File: config.mk
export PLATFORM = sky130hd
export DESIGN_NAME = dmem_arbiter_flat
export DESIGN_NICKNAME = d
export VERILOG_FILES = /design/src/rtl/dmem_arbiter_pkg.sv /design/src/rtl/dmem_arbiter_if.sv /design/src/rtl/dmem_arbiter_rr_arbiter2.sv /design/src/rtl/dmem_arbiter.sv /design/src/flat_wrapper.sv
export SDC_FILE = /design/constraint.sdc
export NUM_CORES = 1
export LEC_CHECK = 0
export BUFFER_PORTS_ARGS = -buffer_cell sky130_fd_sc_hd__buf_2
export CORE_AREA = 3 3 93 95
export CTS_CLUSTER_DIAMETER = 150
export DETAILED_ROUTE_END_ITERATION = 8
export DIE_AREA = 0 0 96 98
export PLACE_DENSITY = 0.74
export SYNTH_ARGS = -nofsm -noshare
export SYNTH_HDL_FRONTEND = slang
export SYNTH_SLANG_ARGS = --single-unit
File: constraint.sdc
create_clock -name CLK -period 5.55 [get_ports CLK]
set_clock_uncertainty 0.2 [all_clocks]
set_input_delay 1.11 -clock CLK [delete_from_list [all_inputs] [get_ports CLK]]
set_output_delay 1.11 -clock CLK [all_outputs]
set_load 0.005 [all_outputs]
File: src/rtl/dmem_arbiter_pkg.sv
// Shared types and constants for the data-RAM arbiter.
// No logic; consumed by the arbiter top and the requester interface users.
// RAM select encoding and the response-stage record live here.
package dmem_arb_pkg;

    localparam int DATA_W = 32;
    localparam int MEM_AW = 10;

    typedef enum logic {
        PORT_CORE = 1'b0,
        PORT_LDR  = 1'b1
    } port_e;

    localparam logic MEM_READ  = 1'b1;
    localparam logic MEM_WRITE = 1'b0;

    typedef struct packed {
        logic  valid;
        port_e port;
        logic  is_read;
        logic  err;
    } rsp_stage_t;

endpackage

File: src/rtl/dmem_arbiter_if.sv
// Two-port requester bundle: valid/ready request channel plus response channel.
// Response arrives one cycle after acceptance.
// Responses cannot be stalled; only the request side has back-pressure (req_ready).
interface dmem_arbiter_if #(
    parameter int DATA_W = 32,
    parameter int ADDR_W = 32
);
    logic [1:0]        req_valid;
    logic [1:0]        req_we;
    logic [ADDR_W-1:0] req_addr0;
    logic [ADDR_W-1:0] req_addr1;
    logic [DATA_W-1:0] req_wdata0;
    logic [DATA_W-1:0] req_wdata1;
    logic [1:0]        req_ready;
    logic [1:0]        rsp_valid;
    logic              rsp_err;
    logic [DATA_W-1:0] rsp_rdata;

    modport master (
        output req_valid, req_we, req_addr0, req_addr1, req_wdata0, req_wdata1,
        input  req_ready, rsp_valid, rsp_err, rsp_rdata
    );

    modport slave (
        input  req_valid, req_we, req_addr0, req_addr1, req_wdata0, req_wdata1,
        output req_ready, rsp_valid, rsp_err, rsp_rdata
    );
endinterface

File: src/rtl/dmem_arbiter_rr_arbiter2.sv
// Two-input round-robin grant with a registered "last granted" pointer.
// Grant is combinational from req and the pointer (zero latency).
// No grants while rst is high; the pointer moves only when a grant is issued.
module rr_arbiter2 (
    input  logic       clk,
    input  logic       rst,
    input  logic [1:0] req,
    output logic [1:0] gnt
);
    logic last_q;
    logic last_d;

    // Pick the single requester, or the one not served most recently on contention.
    always_comb begin
        gnt    = 2'b00;
        last_d = last_q;
        if (!rst) begin
            case (req)
                2'b01:   gnt = 2'b01;
                2'b10:   gnt = 2'b10;
                2'b11:   gnt = last_q ? 2'b01 : 2'b10;
                default: gnt = 2'b00;
            endcase
        end
        if (gnt[0]) begin
            last_d = 1'b0;
        end else if (gnt[1]) begin
            last_d = 1'b1;
        end
    end

    // Pointer starts at port 1 so the core wins the first contention.
    always_ff @(posedge clk) begin
        if (rst) begin
            last_q <= 1'b1;
        end else begin
            last_q <= last_d;
        end
    end
endmodule

File: src/rtl/dmem_arbiter.sv
// Shares one single-port data RAM between the core and loader request ports.
// RAM controls are combinational from the grant; response one cycle after accept.
// Request side back-pressured by round-robin req_ready; responses cannot stall.
module dmem_arbiter #(
    parameter int DATA_W = dmem_arb_pkg::DATA_W,
    parameter int ADDR_W = 32,
    parameter int MEM_AW = dmem_arb_pkg::MEM_AW
) (
    input  logic              CLK,
    input  logic              RESET,
    dmem_arbiter_if.slave     bus,
    output logic [MEM_AW-1:0] mem_addr,
    output logic [DATA_W-1:0] mem_wdata,
    output logic              mem_rw,
    input  logic [DATA_W-1:0] mem_rdata
);
    import dmem_arb_pkg::*;

    logic [1:0]        gnt;
    port_e             sel;
    logic              granted;
    logic [ADDR_W-1:0] addr;
    logic              we;
    logic [DATA_W-1:0] wdata;
    logic              fault;
    logic              access;
    logic [MEM_AW-1:0] mem_addr_q;
    logic [MEM_AW-1:0] mem_addr_d;
    rsp_stage_t        rsp_q;
    rsp_stage_t        rsp_d;
    logic              rsp_live;

    rr_arbiter2 u_arb (
        .clk (CLK),
        .rst (RESET),
        .req (bus.req_valid),
        .gnt (gnt)
    );

    assign bus.req_ready = gnt;

    // Mux the granted port onto the RAM; faulting requests are accepted but never touch the RAM.
    always_comb begin
        granted = |gnt;
        sel     = gnt[1] ? PORT_LDR : PORT_CORE;
        addr    = (sel == PORT_LDR) ? bus.req_addr1  : bus.req_addr0;
        wdata   = (sel == PORT_LDR) ? bus.req_wdata1 : bus.req_wdata0;
        we      = (sel == PORT_LDR) ? bus.req_we[1]  : bus.req_we[0];
        fault   = (addr[1:0] != 2'b00) || (addr[ADDR_W-1:MEM_AW+2] != '0);
        access  = granted && !fault;

        if (RESET) begin
            mem_addr_d = '0;
        end else if (access) begin
            mem_addr_d = addr[MEM_AW+1:2];
        end else begin
            mem_addr_d = mem_addr_q;
        end

        mem_addr  = mem_addr_d;
        mem_rw    = (access && we) ? MEM_WRITE : MEM_READ;
        mem_wdata = (access && we) ? wdata : '0;

        rsp_d         = '0;
        rsp_d.valid   = granted;
        rsp_d.port    = sel;
        rsp_d.is_read = !we;
        rsp_d.err     = fault;
    end

    // Hold the last RAM address across idle cycles and stage the response record.
    always_ff @(posedge CLK) begin
        if (RESET) begin
            mem_addr_q <= '0;
            rsp_q      <= '0;
        end else begin
            mem_addr_q <= mem_addr_d;
            rsp_q      <= rsp_d;
        end
    end

    // Drive the response; a pending response is suppressed while reset is asserted.
    always_comb begin
        rsp_live      = rsp_q.valid && !RESET;
        bus.rsp_valid = 2'b00;
        if (rsp_live) begin
            bus.rsp_valid = (rsp_q.port == PORT_LDR) ? 2'b10 : 2'b01;
        end
        bus.rsp_err   = rsp_live && rsp_q.err;
        bus.rsp_rdata = (rsp_live && rsp_q.is_read && !rsp_q.err) ? mem_rdata : '0;
    end
endmodule

File: src/flat_wrapper.sv
// flat-port wrapper written by rule: the top's interface ports become plain ports
module dmem_arbiter_flat import dmem_arb_pkg::*;
#(
    parameter int DATA_W = dmem_arb_pkg::DATA_W,
    parameter int ADDR_W = 32,
    parameter int MEM_AW = dmem_arb_pkg::MEM_AW
)
  (CLK, RESET, mem_addr, mem_wdata, mem_rw, mem_rdata, bus_req_valid, bus_req_we, bus_req_addr0, bus_req_addr1, bus_req_wdata0, bus_req_wdata1, bus_req_ready, bus_rsp_valid, bus_rsp_err, bus_rsp_rdata);
  dmem_arbiter_if #(.DATA_W(DATA_W), .ADDR_W(ADDR_W)) bus_i ();
  input  logic CLK;
  input  logic RESET;
  output logic [MEM_AW-1:0] mem_addr;
  output logic [DATA_W-1:0] mem_wdata;
  output logic mem_rw;
  input  logic [DATA_W-1:0] mem_rdata;
  input wire logic [$bits(bus_i.req_valid)-1:0] bus_req_valid;
  input wire logic [$bits(bus_i.req_we)-1:0] bus_req_we;
  input wire logic [$bits(bus_i.req_addr0)-1:0] bus_req_addr0;
  input wire logic [$bits(bus_i.req_addr1)-1:0] bus_req_addr1;
  input wire logic [$bits(bus_i.req_wdata0)-1:0] bus_req_wdata0;
  input wire logic [$bits(bus_i.req_wdata1)-1:0] bus_req_wdata1;
  output wire logic [$bits(bus_i.req_ready)-1:0] bus_req_ready;
  output wire logic [$bits(bus_i.rsp_valid)-1:0] bus_rsp_valid;
  output wire logic [$bits(bus_i.rsp_err)-1:0] bus_rsp_err;
  output wire logic [$bits(bus_i.rsp_rdata)-1:0] bus_rsp_rdata;
  assign bus_i.req_valid = bus_req_valid;
  assign bus_i.req_we = bus_req_we;
  assign bus_i.req_addr0 = bus_req_addr0;
  assign bus_i.req_addr1 = bus_req_addr1;
  assign bus_i.req_wdata0 = bus_req_wdata0;
  assign bus_i.req_wdata1 = bus_req_wdata1;
  assign bus_req_ready = bus_i.req_ready;
  assign bus_rsp_valid = bus_i.rsp_valid;
  assign bus_rsp_err = bus_i.rsp_err;
  assign bus_rsp_rdata = bus_i.rsp_rdata;
  dmem_arbiter #(.DATA_W(DATA_W), .ADDR_W(ADDR_W), .MEM_AW(MEM_AW)) u_core (.CLK(CLK), .RESET(RESET), .bus(bus_i), .mem_addr(mem_addr), .mem_wdata(mem_wdata), .mem_rw(mem_rw), .mem_rdata(mem_rdata));
endmodule
==> impl_metrics.csv, run 1 <==
group,metric,value,unit
drt,drt_iter0_drc,59,
drt,vias,2876,
clocking,cts_hold_buf,0,
clocking,path_clk_slew,60,ps
worst_setup_path,path_class,"in2out",
worst_setup_path,worstPathCellList,"buf_2 -> buf_4 -> nor2b_1 -> buf_4 -> nand2_1 -> clkinv_1 -> nand3_2 -> buf_4 -> a221oi_1 -> buf_2",
pwr,peakVddDrop,72.3,µV
yosys,synthDistinctLibCells,34,
clocking,htree_levels,1,
worst_setup_path,crit_required,4240,ps
final_layout,nFillCells,768,
worst_setup_path,crit_arrival,3670,ps
worst_setup_path,r2r-start,"u_core.u_arb.last_q",
pwr,p_per_area,91.9,nW/µm²
yosys,synth_top_area_share,19.4,%
drt,wire_per_inst,14.3,µm
die,core_area,7810,µm²
die,fp-row-count,32,
grt,track_usage,17.1,%
grt,antenna_found_initial,1,
die,start_util,27.7,%
drt,drc,0,
clocking,cts.sinks,15,
clocking,cts_tree,"built",
final_layout,mostFrequentLayoutCell,"buf_2",
drt,ant_nets,0,
worst_hold_path,holdCritStartpoint,"u_core.u_arb.last_q",
final_layout,design_area,3510,µm²
grt,grt_pass1_wl,13.3,mm
worst_setup_path,crit_slowest_cell,"clkinv_1",
sta,period_minus_slack,4980,ps
grt,overflow,0,
sta,relSlewSlack,35.4,%
yosys,yosysTopAreaCell,"a221oi_2",
placement,place_area,3460,µm²
final_layout,n_antenna_cell,0,
drt,finalWirelength,8.64,mm
clocking,cts_setup_buffers,0,
yosys,yosysSeqAreaShare,13.9,%
final_layout,final_cell_mix,"buf_2, nand2_1, and2_1, a221oi_2, mux2_4",
final_layout,area_growth_syn_to_layout,61.9,%
clocking,cts-root-buf,"clkbuf_8",
grt,grt_pass1_vias,2854,
sta,fin_tns_setup,0,ps
final_layout,drive_gt1_share,62.3,%
die,die_h,98,µm
yosys,synth.area.top_cells,"a221oi_2, dfxtp_1, mux2_4, nand2_1, and2_1",
job,cap_violations,0,
sta,rsz0062_at_grt,"no",
pwr,p_leak,1.89,nW
worst_setup_path,cp-startpoint,"RESET",
yosys,syn_area,2170,µm²
sta,post-route-period-util,89.8,%
sta,fmax,0.201,GHz
yosys,avgSynthCellArea,7.93,µm²
worst_setup_path,crit_top_cell,"buf_4",
worst_setup_path,endpoint_kind,"primary output",
die,die-area,9410,µm²
placement,port_buffers,245,
sta,setup-violations-final,0,
yosys,yosys_warnings,0,
worst_setup_path,crit_path_start_kind,"primary input",
yosys,syn_inst,273,
die,fp.dieW,96,µm
clocking,post_cts_resized,0,
placement,place_congestion,0.837,
drt,routed_via_density,4.77,
sta,drv_slew,0,
drt,drt_pass1_iterations,4,
status,outcome,"finished, final reports clean",
yosys,ys_seq_elements,15,
sta,finalHoldViolCount,0,
worst_setup_path,critPathMaxFanout,34,
placement,hpwl,7.11,mm
clocking,numCtsBuffers,3,
sta,tightest_slew,968,ps
final_layout,fin_nets,668,
clocking,clk_latency,240,ps
worst_hold_path,min_path_type,"reg2reg",
grt,grt_start_max_net_pins,38,
die,boundaryPins,246,
worst_setup_path,crit_path_max_incr_delay,710,ps
yosys,synth_fp_nets,439,
clocking,cts_buffer_depth,2,
-- cells by family after synthesis --
group	Yosys count	synth area share, %
and+or+nand+nor	150	37.4
AOI/OAI and AO/OA	57	27.4
buffers and inverters	31	7.45
muxes	20	13.9
DFF	15	13.9
-- power breakdown --
| group | internal, mW | total [mW] | switching, mW |
|---|---|---|---|
| combinational | 0.0610 | 0.124 | 0.0625 |
| clock | 0.0496 | 0.0871 | 0.0375 |
| sequential | 0.110 | 0.112 | 0.00141 |
-- cells in the mapped netlist (all sizes together) --
| cell | count |
|---|---|
| nand2 | 66 |
| and2 | 33 |
| a221oi | 32 |
| mux2 | 20 |
| clkbuf | 17 |
| dfxtp | 15 |
| buf | 12 |
| nor2b | 12 |
| nand3 | 11 |
| a21oi | 10 |
| o21ai | 10 |
| nor4 | 6 |
| or4 | 6 |
| nor2 | 4 |
| and3b | 3 |
| nand2b | 2 |
| nor3b | 2 |
| nor4bb | 2 |
| a211oi | 1 |
| a21o | 1 |
| a31oi | 1 |
| a32oi | 1 |
| and3 | 1 |
| and4 | 1 |
| clkinv | 1 |
| inv | 1 |
| nand4 | 1 |
| o21bai | 1 |
-- layer usage --
layer	routed length (µm)	global-route usage (%)	share of wire, %	vias up
met2	4350	30.4	50	142
met4	112	3.61	1.3	2
met5	13	0	0.15	-
met3	692	3.31	8.0	16
li1	-	-	-	1444
met1	3460	20.8	40	1272
-- area by class of cell --
type                       count  area, µm²  share of cell area (%)
sequential                    15        300                    8.57
tap                          102        128                    3.64
multi-input combinational    227       1740                    49.6
clock inverter                 1       5.00                   0.143
inverter                       2       7.51                   0.214
timing repair buffer         253       1290                    36.7
clock buffer                   3       41.3                    1.18
-- through the flow --
| stage | util, % | hold slack (ps) | setup WS (ps) | power [mW] | std cells |
|---|---|---|---|---|---|
| global route | 44.9 | 378 | 236 | 0.345 | 603 |
| floorplan | - | 302 | 1650 | 0.165 | 273 |
| global placement | 44.3 | 314 | 593 | 0.234 | 599 |
| finish | 44.9 | 336 | 568 | 0.322 | 603 |
| detailed placement | 44.3 | 334 | 523 | 0.238 | 599 |
| CTS | 44.9 | 343 | 504 | 0.327 | 603 |
-- critical path, delay by kind of cell --
kind                   cells  cell delay (ps)
AO/OA/AOI/OAI              1              180
AND/OR/NAND/NOR            3              490
buffers and inverters      6             1870
-- final timing paths --
| path | slack [ps] | cells past startpoint | to |
|---|---|---|---|
| max reg2reg | 2950 | 5 | u_core.rsp_q[0] |
| min | 340 | 2 | u_core.u_arb.last_q |
| min reg2reg | 340 | 2 | u_core.u_arb.last_q |
| max | 570 | 10 | mem_wdata[31] |
-- flip-flops by register name (all words and copies together) (netlist names) --
register,flops
u_core.rsp_q,4
u_core.mem_addr_q,10
u_core.u_arb.last_q,1
Note: power is estimated with default switching activity, not from simulation.
==> inputs of run 2 (changes only) <==
--- a/config.mk
+++ b/config.mk
@@ -6,11 +6,15 @@
 export NUM_CORES = 1
 export LEC_CHECK = 0
 export BUFFER_PORTS_ARGS = -buffer_cell sky130_fd_sc_hd__buf_2
-export CORE_AREA = 3 3 93 95
+export CELL_PAD_IN_SITES_DETAIL_PLACEMENT = 1
+export CELL_PAD_IN_SITES_GLOBAL_PLACEMENT = 2
+export CORE_ASPECT_RATIO = 0.5
+export CORE_MARGIN = 3
+export CORE_UTILIZATION = 17
 export CTS_CLUSTER_DIAMETER = 150
 export DETAILED_ROUTE_END_ITERATION = 8
-export DIE_AREA = 0 0 96 98
-export PLACE_DENSITY = 0.74
+export MAX_ROUTING_LAYER = met4
+export PLACE_DENSITY = 0.95
 export SYNTH_ARGS = -nofsm -noshare
 export SYNTH_HDL_FRONTEND = slang
 export SYNTH_SLANG_ARGS = --single-unit
==> impl_metrics.csv, run 2 (synthesized netlist as in run 1, its figures left out) <==
group,metric,value,unit
status,outcome,"finished, final reports clean",
clocking,numCtsBuffers,3,
die,fp-row-count,28,
final_layout,fin_nets,667,
worst_setup_path,crit_arrival,3390,ps
sta,fin_tns_setup,0,ps
placement,port_buffers,245,
die,fp.dieW,166,µm
grt,overflow,0,
sta,post-route-period-util,84.7,%
clocking,htree_levels,1,
worst_setup_path,rrSetupSlack,3260,ps
clocking,clk_latency,240,ps
worst_setup_path,crit_slowest_cell,"buf_2",
final_layout,drive_gt1_share,62.2,%
pwr,peakVddDrop,88.2,µV
sta,rsz0062_at_grt,"no",
drt,finalWirelength,10.6,mm
worst_setup_path,path_class,"in2out",
worst_setup_path,crit_required,4240,ps
sta,setup-violations-final,0,
worst_setup_path,endpoint_kind,"primary output",
die,core_area,12100,µm²
worst_setup_path,critPathMaxFanout,32,
sta,drv_slew,0,
drt,ant_nets,0,
grt,grt_pass1_vias,3145,
worst_hold_path,min_path_type,"reg2reg",
die,die_h,85.8,µm
grt,grt_pass1_wl,16.2,mm
drt,wire_per_inst,16.0,µm
drt,vias,2904,
clocking,cts_buffer_depth,2,
grt,grt_start_max_net_pins,34,
clocking,cts_tree,"built",
drt,drc,0,
final_layout,area_growth_syn_to_layout,67.7,%
sta,period_minus_slack,4700,ps
final_layout,regMostFlops,"u_core.mem_addr_q",
clocking,cts_hold_buf,0,
final_layout,largest_reg_flops,10,
die,start_util,17.9,%
pwr,p_per_area,104,nW/µm²
clocking,cts-root-buf,"clkbuf_16",
sta,fmax,0.213,GHz
grt,antenna_found_initial,0,
worst_setup_path,crit_path_start_kind,"primary input",
final_layout,mostFrequentLayoutCell,"buf_2",
job,cap_violations,0,
drt,drt_pass1_iterations,4,
die,die-area,14200,µm²
worst_setup_path,critPathBufInv,4,
clocking,cts_setup_buffers,0,
pwr,p_leak,1.92,nW
final_layout,n_antenna_cell,0,
clocking,cts.sinks,15,
sta,finalHoldViolCount,0,
sta,tightest_slew,1110,ps
worst_setup_path,worstPathCellList,"buf_2 -> nor2b_1 -> nand2_1 -> buf_4 -> a31oi_4 -> buf_4 -> a221oi_1 -> buf_2",
sta,timing.hold.ws,340,ps
clocking,post_cts_resized,0,
clocking,path_clk_slew,50,ps
drt,drt_iter0_drc,131,
placement,hpwl,8.80,mm
worst_setup_path,crit_path_max_incr_delay,450,ps
worst_setup_path,cp_top_family,"buffers and inverters",
sta,relSlewSlack,25.7,%
grt,track_usage,14.0,%
die,boundaryPins,246,
final_layout,largestRegisters,"u_core.mem_addr_q x10, u_core.rsp_q x4, u_core.u_arb.last_q x1",
placement,place_congestion,0.816,
final_layout,final_cell_mix,"buf_2, nand2_1, and2_1, a221oi_2, mux2_4",
drt,routed_via_density,4.37,
## run 2: changes by cell type in the layout (fill, tap and decap cells not counted)
cell	delta
buf_4	-2
clkbuf_8	-3
nor4bb_2	-1
nor4bb_4	+1
clkbuf_16	+3
buf_12	+1
## run 2: layer usage
metal | global-route usage, % | share of wire (%) | up-vias
met3 | 1.70 | 3.0 | 10
met4 | 2.19 | 1.2 | 0
li1 | - | - | 1444
met2 | 27.0 | 54 | 73
met5 | - | 0 | -
met1 | 16.0 | 42 | 1377
## run 2: power breakdown
part           leakage [nW]  internal, mW  switching (mW)
sequential            0.122         0.110         0.00170
combinational          1.75        0.0613          0.0660
clock                0.0409        0.0959          0.0408
## run 2: metrics by stage
stage                     util, %  instances  power (mW)  area (µm²)  worst slack [ps]
after floorplan                 -        273       0.165        2170              1650
after global placement       29.3        661       0.239        3550               885
after detailed placement     29.3        661       0.242        3550               808
after CTS                    30.0        665       0.383        3630               791
after global routing         30.0        665       0.404        3630               565
final                        30.0        665       0.376        3630               849
## run 2: area by class of cell
class,count,area [µm²]
Sequential cell,15,300
Clock buffer,3,75.1
Timing Repair Buffer,252,1290
Clock inverter,1,5.00
Fill cell,1571,8490
Inverter,2,7.51
Multi-Input combinational cell,227,1750
Tap cell,165,206
## run 2: worst min-delay path: stages, from the launching register on
cell and delay, ps:
dfxtp_1 320, nor2_1 110, o21bai_1 60
## run 2: final timing paths
kind | cells past startpoint | endpoint | start
worst max-delay path | 8 | mem_wdata[2] | RESET
worst min-delay path | 2 | u_core.u_arb.last_q | u_core.u_arb.last_q
worst max register to register | 5 | u_core.rsp_q[0] | u_core.u_arb.last_q
worst min register to register | 2 | u_core.u_arb.last_q | u_core.u_arb.last_q
==> inputs of run 3 (changes only) <==
--- a/config.mk
+++ b/config.mk
@@ -10,11 +10,11 @@
 export CELL_PAD_IN_SITES_GLOBAL_PLACEMENT = 2
 export CORE_ASPECT_RATIO = 0.5
 export CORE_MARGIN = 3
-export CORE_UTILIZATION = 17
+export CORE_UTILIZATION = 14
 export CTS_CLUSTER_DIAMETER = 150
 export DETAILED_ROUTE_END_ITERATION = 8
 export MAX_ROUTING_LAYER = met4
-export PLACE_DENSITY = 0.95
+export PLACE_DENSITY = 0.84
 export SYNTH_ARGS = -nofsm -noshare
 export SYNTH_HDL_FRONTEND = slang
 export SYNTH_SLANG_ARGS = --single-unit
==> constraint.sdc (replaced) <==
create_clock -name CLK -period 4 [get_ports CLK]
set_clock_uncertainty 0.2 [all_clocks]
set_input_delay 0.8 -clock CLK [delete_from_list [all_inputs] [get_ports CLK]]
set_output_delay 0.8 -clock CLK [all_outputs]
set_load 0.005 [all_outputs]
==> impl_metrics.csv, run 3 (synthesized netlist as in run 1, its figures left out) <==
group,metric,value,unit
worst_setup_path,r2r-start,"u_core.u_arb.last_q",
placement,place_congestion,0.831,
clocking,cts-root-buf,"clkbuf_16",
grt,grt_pass1_vias,3058,
worst_setup_path,critPathMaxFanout,20,
grt,overflow,0,
die,die-area,17100,µm²
status,outcome,"finished, final reports clean",
worst_setup_path,worstPathCellList,"buf_2 -> or4_1 -> nor4_1 -> a32oi_2 -> buf_4 -> mux2_4 -> buf_2",
final_layout,n_antenna_cell,0,
final_layout,drive_gt1_share,62.6,%
worst_setup_path,crit_top_cell,"buf_2",
final_layout,area_growth_syn_to_layout,72.3,%
placement,port_buffers,245,
die,boundaryPins,246,
final_layout,mostFrequentLayoutCell,"buf_2",
clocking,cts_setup_buffers,0,
worst_setup_path,crit_path_max_incr_delay,550,ps
die,core_area,14800,µm²
sta,finalHoldViolCount,0,
clocking,cts.sinks,15,
pwr,peakVddDrop,147,µV
sta,tightest_slew,553,ps
worst_setup_path,crit_slowest_cell,"or4_1",
sta,rsz0062_at_grt,"no",
sta,fin_tns_setup,0,ps
placement,hpwl,8.74,mm
drt,finalWirelength,10.9,mm
final_layout,final_cell_mix,"buf_2, nand2_1, and2_1, a221oi_2, mux2_4",
die,fp-row-count,31,
clocking,clk_latency,240,ps
drt,ant_nets,0,
worst_setup_path,path_class,"in2out",
pwr,p_leak,1.95,nW
grt,gr-usage-met3,0.619,%
sta,drv_slew,0,
worst_setup_path,crit_required,3000,ps
clocking,cts_tree,"built",
clocking,cts_buffer_depth,2,
grt,use_met2,23.2,%
grt,grt_start_max_net_pins,38,
drt,vias,2918,
die,start_util,14.7,%
final_layout,fin_nets,673,
die,fp.dieW,182,µm
clocking,path_clk_slew,50,ps
worst_setup_path,crit_path_start_kind,"primary input",
die,die_h,94.0,µm
drt,wire_per_inst,15.4,µm
drt,drc,0,
clocking,cts_hold_buf,0,
worst_setup_path,crit_arrival,2750,ps
drt,routed_via_density,4.14,
grt,antenna_found_initial,0,
grt,grt_pass1_wl,16.1,mm
grt,track_usage,11.8,%
final_layout,largestRegisters,"u_core.mem_addr_q x10, u_core.rsp_q x4, u_core.u_arb.last_q x1",
clocking,htree_levels,1,
drt,drt_pass1_iterations,4,
worst_setup_path,endpoint_kind,"primary output",
grt,grt-busiest-layer,"met2",
worst_hold_path,holdCritStartpoint,"u_core.u_arb.last_q",
worst_hold_path,min_path_type,"reg2reg",
job,cap_violations,0,
final_layout,largest_reg_flops,10,
drt,drt_iter0_drc,40,
final_layout,final_core_util,25.2,%
sta,fmax,0.267,GHz
final_layout,nFillCells,1852,
pwr,total_power,0.533,mW
sta,post-route-period-util,93.8,%
grt,use_met1,13.6,%
pwr,p_per_area,143,nW/µm²
sta,setup-violations-final,0,
final_layout,regMostFlops,"u_core.mem_addr_q",
worst_setup_path,cp-startpoint,"bus_req_addr1[28]",
clocking,numCtsBuffers,3,
clocking,post_cts_resized,0,
sta,period_minus_slack,3750,ps
sta,relSlewSlack,63.1,%
sta,timing.hold.ws,340,ps
run 3: cell types whose count changed in the layout (fill, tap and decap cells not counted), sizes merged:
cell / change
buf: +6
run 3: layer usage:
layer,vias to the layer above,wire length (µm),part of all wire (%)
met4,0,94,0.87
met2,60,5970,55
met5,-,0,0
met3,6,273,2.5
li1,1454,-,-
met1,1398,4520,42
run 3: power by group:
part | switching (mW) | total, mW | internal (mW)
clock network | 0.0623 | 0.196 | 0.133
logic | 0.0911 | 0.181 | 0.0902
registers | 0.00234 | 0.155 | 0.153
total | 0.156 | 0.533 | 0.377
run 3: path summary, 6_finish.rpt:
kind	endpoint	slack, ps	depth (start not counted)
worst max register to register	u_core.mem_addr_q[5]	1890	5
worst min-delay path	u_core.u_arb.last_q	340	2
worst min register to register	u_core.u_arb.last_q	340	2
worst max-delay path	mem_addr[2]	250	7
run 3: cell type report:
| type | instances | area [µm²] | area share (%) |
|---|---|---|---|
| tap | 198 | 248 | 6.64 |
| multi-input combinational | 227 | 1750 | 46.8 |
| clock inverter | 1 | 5.00 | 0.134 |
| sequential | 15 | 300 | 8.05 |
| inverter | 2 | 7.51 | 0.201 |
| timing repair buffer | 258 | 1350 | 36.2 |
| clock buffer | 3 | 75.1 | 2.01 |
run 3: critical path: cells and delay by family:
| kind | cells | cell delay (ps) |
|---|---|---|
| AO/OA/AOI/OAI | 1 | 100 |
| buffers and inverters | 3 | 500 |
| multiplexers | 1 | 330 |
| AND/OR/NAND/NOR | 2 | 1010 |
run 3: metrics by stage:
step	instances	setup slack (ps)	instance area [µm²]
6_report	704	249	3730
5_1_grt	704	148	3730
4_1_cts	704	263	3730
3_5_place_dp	700	298	3650
3_3_place_gp	700	291	3650
2_1_floorplan	273	717	2170
